## config.mk

```make
export PLATFORM = sky130hd
export DESIGN_NAME = fir_seq_ctrl
export DESIGN_NICKNAME = d
export VERILOG_FILES = /design/src/rtl/fir_seq_ctrl.sv
export SDC_FILE = /design/constraint.sdc
export NUM_CORES = 1
export LEC_CHECK = 0
export ABC_AREA = 1
export CELL_PAD_IN_SITES_DETAIL_PLACEMENT = 1
export CELL_PAD_IN_SITES_GLOBAL_PLACEMENT = 2
export CORE_MARGIN = 2
export CORE_UTILIZATION = 31
export CTS_CLUSTER_DIAMETER = 80
export CTS_CLUSTER_SIZE = 40
export DETAILED_ROUTE_END_ITERATION = 6
export GPL_TIMING_DRIVEN = 0
export PLACE_DENSITY_LB_ADDON = 0.1
export SLEW_MARGIN = 10
export SYNTH_ARGS = -nofsm -noshare
export SYNTH_HDL_FRONTEND = slang
export SYNTH_SLANG_ARGS = --single-unit
```

## constraint.sdc

```tcl
create_clock -name axis_clk -period 3 [get_ports axis_clk]
set_input_delay 0.6 -clock axis_clk [delete_from_list [all_inputs] [get_ports axis_clk]]
set_output_delay 0.6 -clock axis_clk [all_outputs]
set_load 0.02 [all_outputs]
```

## src/rtl/fir_seq_ctrl.sv

```systemverilog
// Control sequencer for the 11-tap FIR: clears the data RAM, accepts samples,
// walks the tap/data RAMs for each MAC pass and emits one output beat per sample.
// Optional FIR_SEQ_TLAST_CHK_EN adds a sticky tlast-mismatch flag on err_tlast.
module fir_seq_ctrl #(
  parameter int pADDR_WIDTH = 12,
  parameter int pDATA_WIDTH = 32,
  parameter int Tape_Num    = 11
) (
  input  logic                   axis_clk,
  input  logic                   axis_rst,
  input  logic                   ap_start,
  input  logic [pDATA_WIDTH-1:0] data_len,
  input  logic                   ss_tvalid,
  input  logic                   ss_tlast,
  output logic                   ss_tready,
  input  logic                   sm_tready,
  output logic                   sm_tvalid,
  output logic                   sm_tlast,
  output logic [3:0]             data_WE,
  output logic                   data_EN,
  output logic [pADDR_WIDTH-1:0] data_A,
  output logic                   data_sel_zero,
  output logic                   tap_EN,
  output logic [pADDR_WIDTH-1:0] tap_A,
  output logic                   mac_clr,
  output logic                   mac_en,
  output logic                   ap_idle,
  output logic                   ap_done,
  output logic                   err_tlast,
  output logic [2:0]             dbg_state
);

  localparam int CW = $clog2(Tape_Num + 1);
  localparam logic [CW-1:0] LAST_IDX = CW'(Tape_Num - 1);

  typedef enum logic [2:0] {
    S_IDLE    = 3'd0,
    S_CLR     = 3'd1,
    S_WAIT_IN = 3'd2,
    S_MAC     = 3'd3,
    S_DRAIN   = 3'd4,
    S_OUT     = 3'd5,
    S_DONE    = 3'd6
  } state_t;

  state_t                 state, state_n;
  logic [CW-1:0]          k;
  logic [CW-1:0]          wr_ptr;
  logic [pDATA_WIDTH-1:0] count;
  logic [pDATA_WIDTH-1:0] len;
  logic [CW:0]            mac_idx;
  logic                   accept;
  logic                   last_beat;
  logic                   final_beat;

  function automatic logic [pADDR_WIDTH-1:0] to_byte(input logic [CW-1:0] idx);
    return pADDR_WIDTH'({idx, 2'b00});
  endfunction

  // Handshakes: a beat transfers in the cycle where valid and ready are both 1;
  // valid never depends on ready, and ss_tready is only high in WAIT_IN.
  assign accept     = (state == S_WAIT_IN) && ss_tvalid;
  assign last_beat  = (count == len - 1'b1);
  assign final_beat = (count + 1'b1 == len);

  // Newest sample sits at wr_ptr, so tap k pairs with data (wr_ptr - k) mod Tape_Num.
  always_comb begin
    if (k <= wr_ptr) mac_idx = {1'b0, wr_ptr} - {1'b0, k};
    else             mac_idx = {1'b0, wr_ptr} + (CW+1)'(Tape_Num) - {1'b0, k};
  end

  always_ff @(posedge axis_clk or posedge axis_rst) begin
    if (axis_rst) state <= S_IDLE;
    else          state <= state_n;
  end

  always_comb begin
    state_n       = state;
    ss_tready     = 1'b0;
    sm_tvalid     = 1'b0;
    sm_tlast      = 1'b0;
    data_WE       = 4'h0;
    data_EN       = 1'b0;
    data_A        = '0;
    data_sel_zero = 1'b0;
    tap_EN        = 1'b0;
    tap_A         = '0;
    mac_clr       = 1'b0;
    ap_idle       = 1'b0;
    dbg_state     = state;
    case (state)
      S_IDLE: begin
        ap_idle = 1'b1;
        if (ap_start) state_n = S_CLR;
      end
      S_CLR: begin
        data_EN       = 1'b1;
        data_WE       = 4'hF;
        data_sel_zero = 1'b1;
        data_A        = to_byte(k);
        if (k == LAST_IDX) state_n = S_WAIT_IN;
      end
      S_WAIT_IN: begin
        ss_tready = 1'b1;
        data_A    = to_byte(wr_ptr);
        if (ss_tvalid) begin
          data_EN = 1'b1;
          data_WE = 4'hF;
          mac_clr = 1'b1;
          state_n = S_MAC;
        end
      end
      S_MAC: begin
        tap_EN  = 1'b1;
        data_EN = 1'b1;
        tap_A   = to_byte(k);
        data_A  = to_byte(mac_idx[CW-1:0]);
        if (k == LAST_IDX) state_n = S_DRAIN;
      end
      S_DRAIN: state_n = S_OUT;
      S_OUT: begin
        sm_tvalid = 1'b1;
        sm_tlast  = last_beat;
        if (sm_tready) state_n = final_beat ? S_DONE : S_WAIT_IN;
      end
      S_DONE: state_n = S_IDLE;
      default: state_n = S_IDLE;
    endcase
  end

  always_ff @(posedge axis_clk or posedge axis_rst) begin
    if (axis_rst) begin
      k       <= '0;
      wr_ptr  <= '0;
      count   <= '0;
      len     <= '0;
      mac_en  <= 1'b0;
      ap_done <= 1'b0;
    end else begin
      // RAM read data arrives one cycle after the address, so accumulate one cycle late.
      mac_en <= (state == S_MAC);
      case (state)
        S_IDLE: begin
          if (ap_start) begin
            len     <= (data_len == '0) ? pDATA_WIDTH'(1) : data_len;
            count   <= '0;
            wr_ptr  <= '0;
            k       <= '0;
            ap_done <= 1'b0;
          end
        end
        S_CLR: begin
          k <= (k == LAST_IDX) ? '0 : k + 1'b1;
          if (k == LAST_IDX) wr_ptr <= '0;
        end
        S_WAIT_IN: k <= '0;
        S_MAC:     k <= (k == LAST_IDX) ? '0 : k + 1'b1;
        S_DRAIN:   wr_ptr <= (wr_ptr == LAST_IDX) ? '0 : wr_ptr + 1'b1;
        S_OUT: begin
          if (sm_tready) begin
            count <= count + 1'b1;
            if (final_beat) ap_done <= 1'b1;
          end
        end
        default: ;
      endcase
    end
  end

`ifdef FIR_SEQ_TLAST_CHK_EN
  logic err_q;
  always_ff @(posedge axis_clk or posedge axis_rst) begin
    if (axis_rst)                          err_q <= 1'b0;
    else if (state == S_IDLE && ap_start)  err_q <= 1'b0;
    else if (accept && (ss_tlast != last_beat)) err_q <= 1'b1;
  end
  assign err_tlast = err_q;
`else
  logic unused_tlast;
  assign unused_tlast = ss_tlast ^ accept;
  assign err_tlast    = 1'b0;
`endif

endmodule
```

==> flow_summary.json <==
{
  "ys_async_sr_fraction_pct": 100,
  "synth_cell_types": 40,
  "p_leak_nw": 3.59,
  "avgRoutedWirePerCell_um": 18.1,
  "drt_first_pass_iters": 4,
  "n_antenna_cell": 0,
  "grt_antenna_before_repair": 0,
  "cts_made_buffers": 9,
  "p_clk_share_pct": 15.7,
  "fin_util_pct": 40.4,
  "syn_area_um2": 6420,
  "drive_gt1_share_pct": 16.2,
  "grt_max_degree": 43,
  "initial_core_util_pct": 31.7,
  "drtIter0Drc": 284,
  "finalInstanceArea_um2": 8200,
  "grtUsageTotal_pct": 22.8,
  "period_minus_slack_ns": 3.19,
  "clock_latency_ns": 0.36,
  "endpoint_kind": "primary output",
  "cts.path.max_buffers": 2,
  "die_w_um": 148,
  "dp.final_hpwl_mm": 19.5,
  "crit_required_ns": 2.40,
  "setup_viol": 1,
  "final_cell_mix": "286 x nand2_1, 116 x nor2_1, 102 x inv_1, 90 x nand3_1, 67 x dfrtp_1",
  "netlist.area_leader.share_pct": 30.0,
  "clock_sinks": 77,
  "worstPathMaxFanout": 6,
  "synth_area_leaders": "dfrtp_1 30%, nand2_1 17%, nor2_1 8.0%",
  "worstMarginPinSlew_ns": 0.807,
  "relSlewSlack_pct": 46.2,
  "fin_cells": 1361,
  "holdWs_ns": 0.488,
  "slew_violations": 0,
  "multiInputGateArea_um2": 4220,
  "synthToLayoutAreaGrowth_pct": 27.6,
  "synth_seq_cells": 77,
  "sequentialPowerShare_pct": 26.6,
  "path_class": "flop to primary output",
  "mostFrequentLayoutCell": "nand2_1",
  "viasPerCell": 4.93,
  "vias": 6707,
  "violations": "setup timing",
  "cts_tree": "built",
  "drc": 0,
  "syn_inst": 980,
  "synth_warnings": 0,
  "status": "complete, but fails checks",
  "internal-power_mw": 3.62,
  "crit_arrival_ns": 2.59,
  "coreArea_um2": 20300,
  "synth-main-ff-cell": "dfrtp_1",
  "fmax_ghz": 0.313,
  "nFillCells": 2587,
  "ys_seq_area_share_pct": 30.0,
  "dieArea_um2": 21900,
  "die_h_um": 148,
  "grt_pass1_wl_mm": 38.0,
  "fin_skew_ns": 0.0154,
  "htreeDepth": 3,
  "synth_edf_count": 0,
  "drv_cap": 0,
  "gp_congestion": 0.899,
  "power_mw": 7.23,
  "io_buffers": 61,
  "wirelength_mm": 24.6,
  "place_area_um2": 7460,
  "vdd_drop_max_v": 0.000625,
  "grt-ovfl-total": 0,
  "pre_cts_slack_ns": -0.586,
  "postCtsHoldBufs": 0,
  "worst_slack_ns": -0.192,
  "p_per_area_nw_per_um2": 882,
  "grt_pass1_vias": 6740,
  "cts_root_buffer": "clkbuf_16",
  "finalCritPeriodShare_pct": 106,
  "yosysTopAreaCell": "dfrtp_1",
  "regArea_um2": 1940,
  "drtAntennaViolNets": 0,
  "hold_path.class": "flop to flop",
  "rsz0062_at_grt": "yes",
  "dpl.cell_count": 1328,
  "fin_tns_setup_ns": -0.192,
  "synth.avg_cell_area_um2": 6.56,
  "layout.nets": 1140,
  "power.switching_mw": 3.61,
  "timing_hold_violations_final": 0,
  "ios": 80,
  "clkSlewWorstSetupHoldPaths_ns": 0.07,
  "p_sw_share_pct": 49.9,
  "row_count": 52,
  "startpoint_type": "flop",
  "power_frac_comb_pct": 57.7
}
synthesized netlist by cell type (all sizes together) (2+ instances only):
cell type and n:
a21oi 12, a31oi 3, buf 24, clkbuf 9
dfrtp 77, fa 3, ha 13, inv 116
mux2 15, nand2 296, nand3 98, nand3b 8
nand4 12, nor2 149, nor3 9, nor3b 3
nor4 7, o211ai 2, o21ai 40, o221ai 4
o22ai 25, or2 2, xnor2 13, xor2 33
logic make-up (layout without fill, tap and decap cells):
kind of cell             Yosys count  after routing  share of synthesized area (%)
other                              1             17                         0.0584
multiplexers                      15             15                           2.63
buffers and inverters            149            244                           9.93
XOR/XNOR                          47             47                           6.62
flip-flops                        77             77                           30.0
AND/OR/NAND/NOR                  585            585                           39.2
adder cells (fa/ha/maj)           16             16                           3.47
AO/OA/AOI/OAI                     90             90                           8.06
timing repair:
item	4_1_cts	5_1_grt
setup buffers	9	8
resized for setup	88	45
endpoints found under the setup margin	14	13
pin swaps	9	8
routing by layer:
metal	GRT usage (%)	up-vias	share of wire, %
met5	0	-	0
met4	4.67	0	1.3
met3	3.49	16	3.6
met2	36.9	110	46
met1	32.3	3226	49
li1	-	3355	-
cell type report:
cell class / instances / area share (%)
clock inverters: 6 / 0.656
clock buffers: 10 / 2.92
repair buffers: 79 / 9.19
well taps: 270 / 4.12
flip-flops and latches: 77 / 23.7
inverters: 116 / 5.37
multi-input cells: 770 / 51.5
plain buffers: 33 / 2.55
worst paths after layout:
path	startpoint	to	slack (ns)	cells after the start
min	ap_done	ap_done	0.49	2
min reg2reg	ap_done	ap_done	0.49	2
max in group asynchronous	axis_rst	count[13]	1.73	3
min in group asynchronous	axis_rst	len[4]	0.63	2
max	len[4]	sm_tlast	-0.19	11
max reg2reg	count[0]	ap_done	0.29	16
state kept, by name (all words and copies together) (netlist names):
| register | flops |
|---|---|
| ap_done | 1 |
| count | 32 |
| dbg_state | 3 |
| k | 4 |
| len | 32 |
| mac_en | 1 |
| wr_ptr | 4 |
power by group through the flow:
stage	logic [mW]	clock network (mW)	registers, mW
after global routing	4.63	1.19	1.97
after floorplan	2.45	0	1.69
after detailed placement	3.58	0	1.89
after global placement	3.54	0	1.88
final	4.17	1.14	1.92
after CTS	3.83	1.15	1.89
worst max-delay path, cell delays in order, from the launching register on:
cell,delay (ns)
dfrtp_2,0.48
nor2_1,0.11
nand4_1,0.25
nor2_2,0.23
nand3_2,0.17
nor2_2,0.15
nand4_1,0.14
xor2_1,0.17
nor2_1,0.14
nand4_1,0.15
nor2_1,0.12
buf_4,0.15
Power figures use the tool's default switching activity.
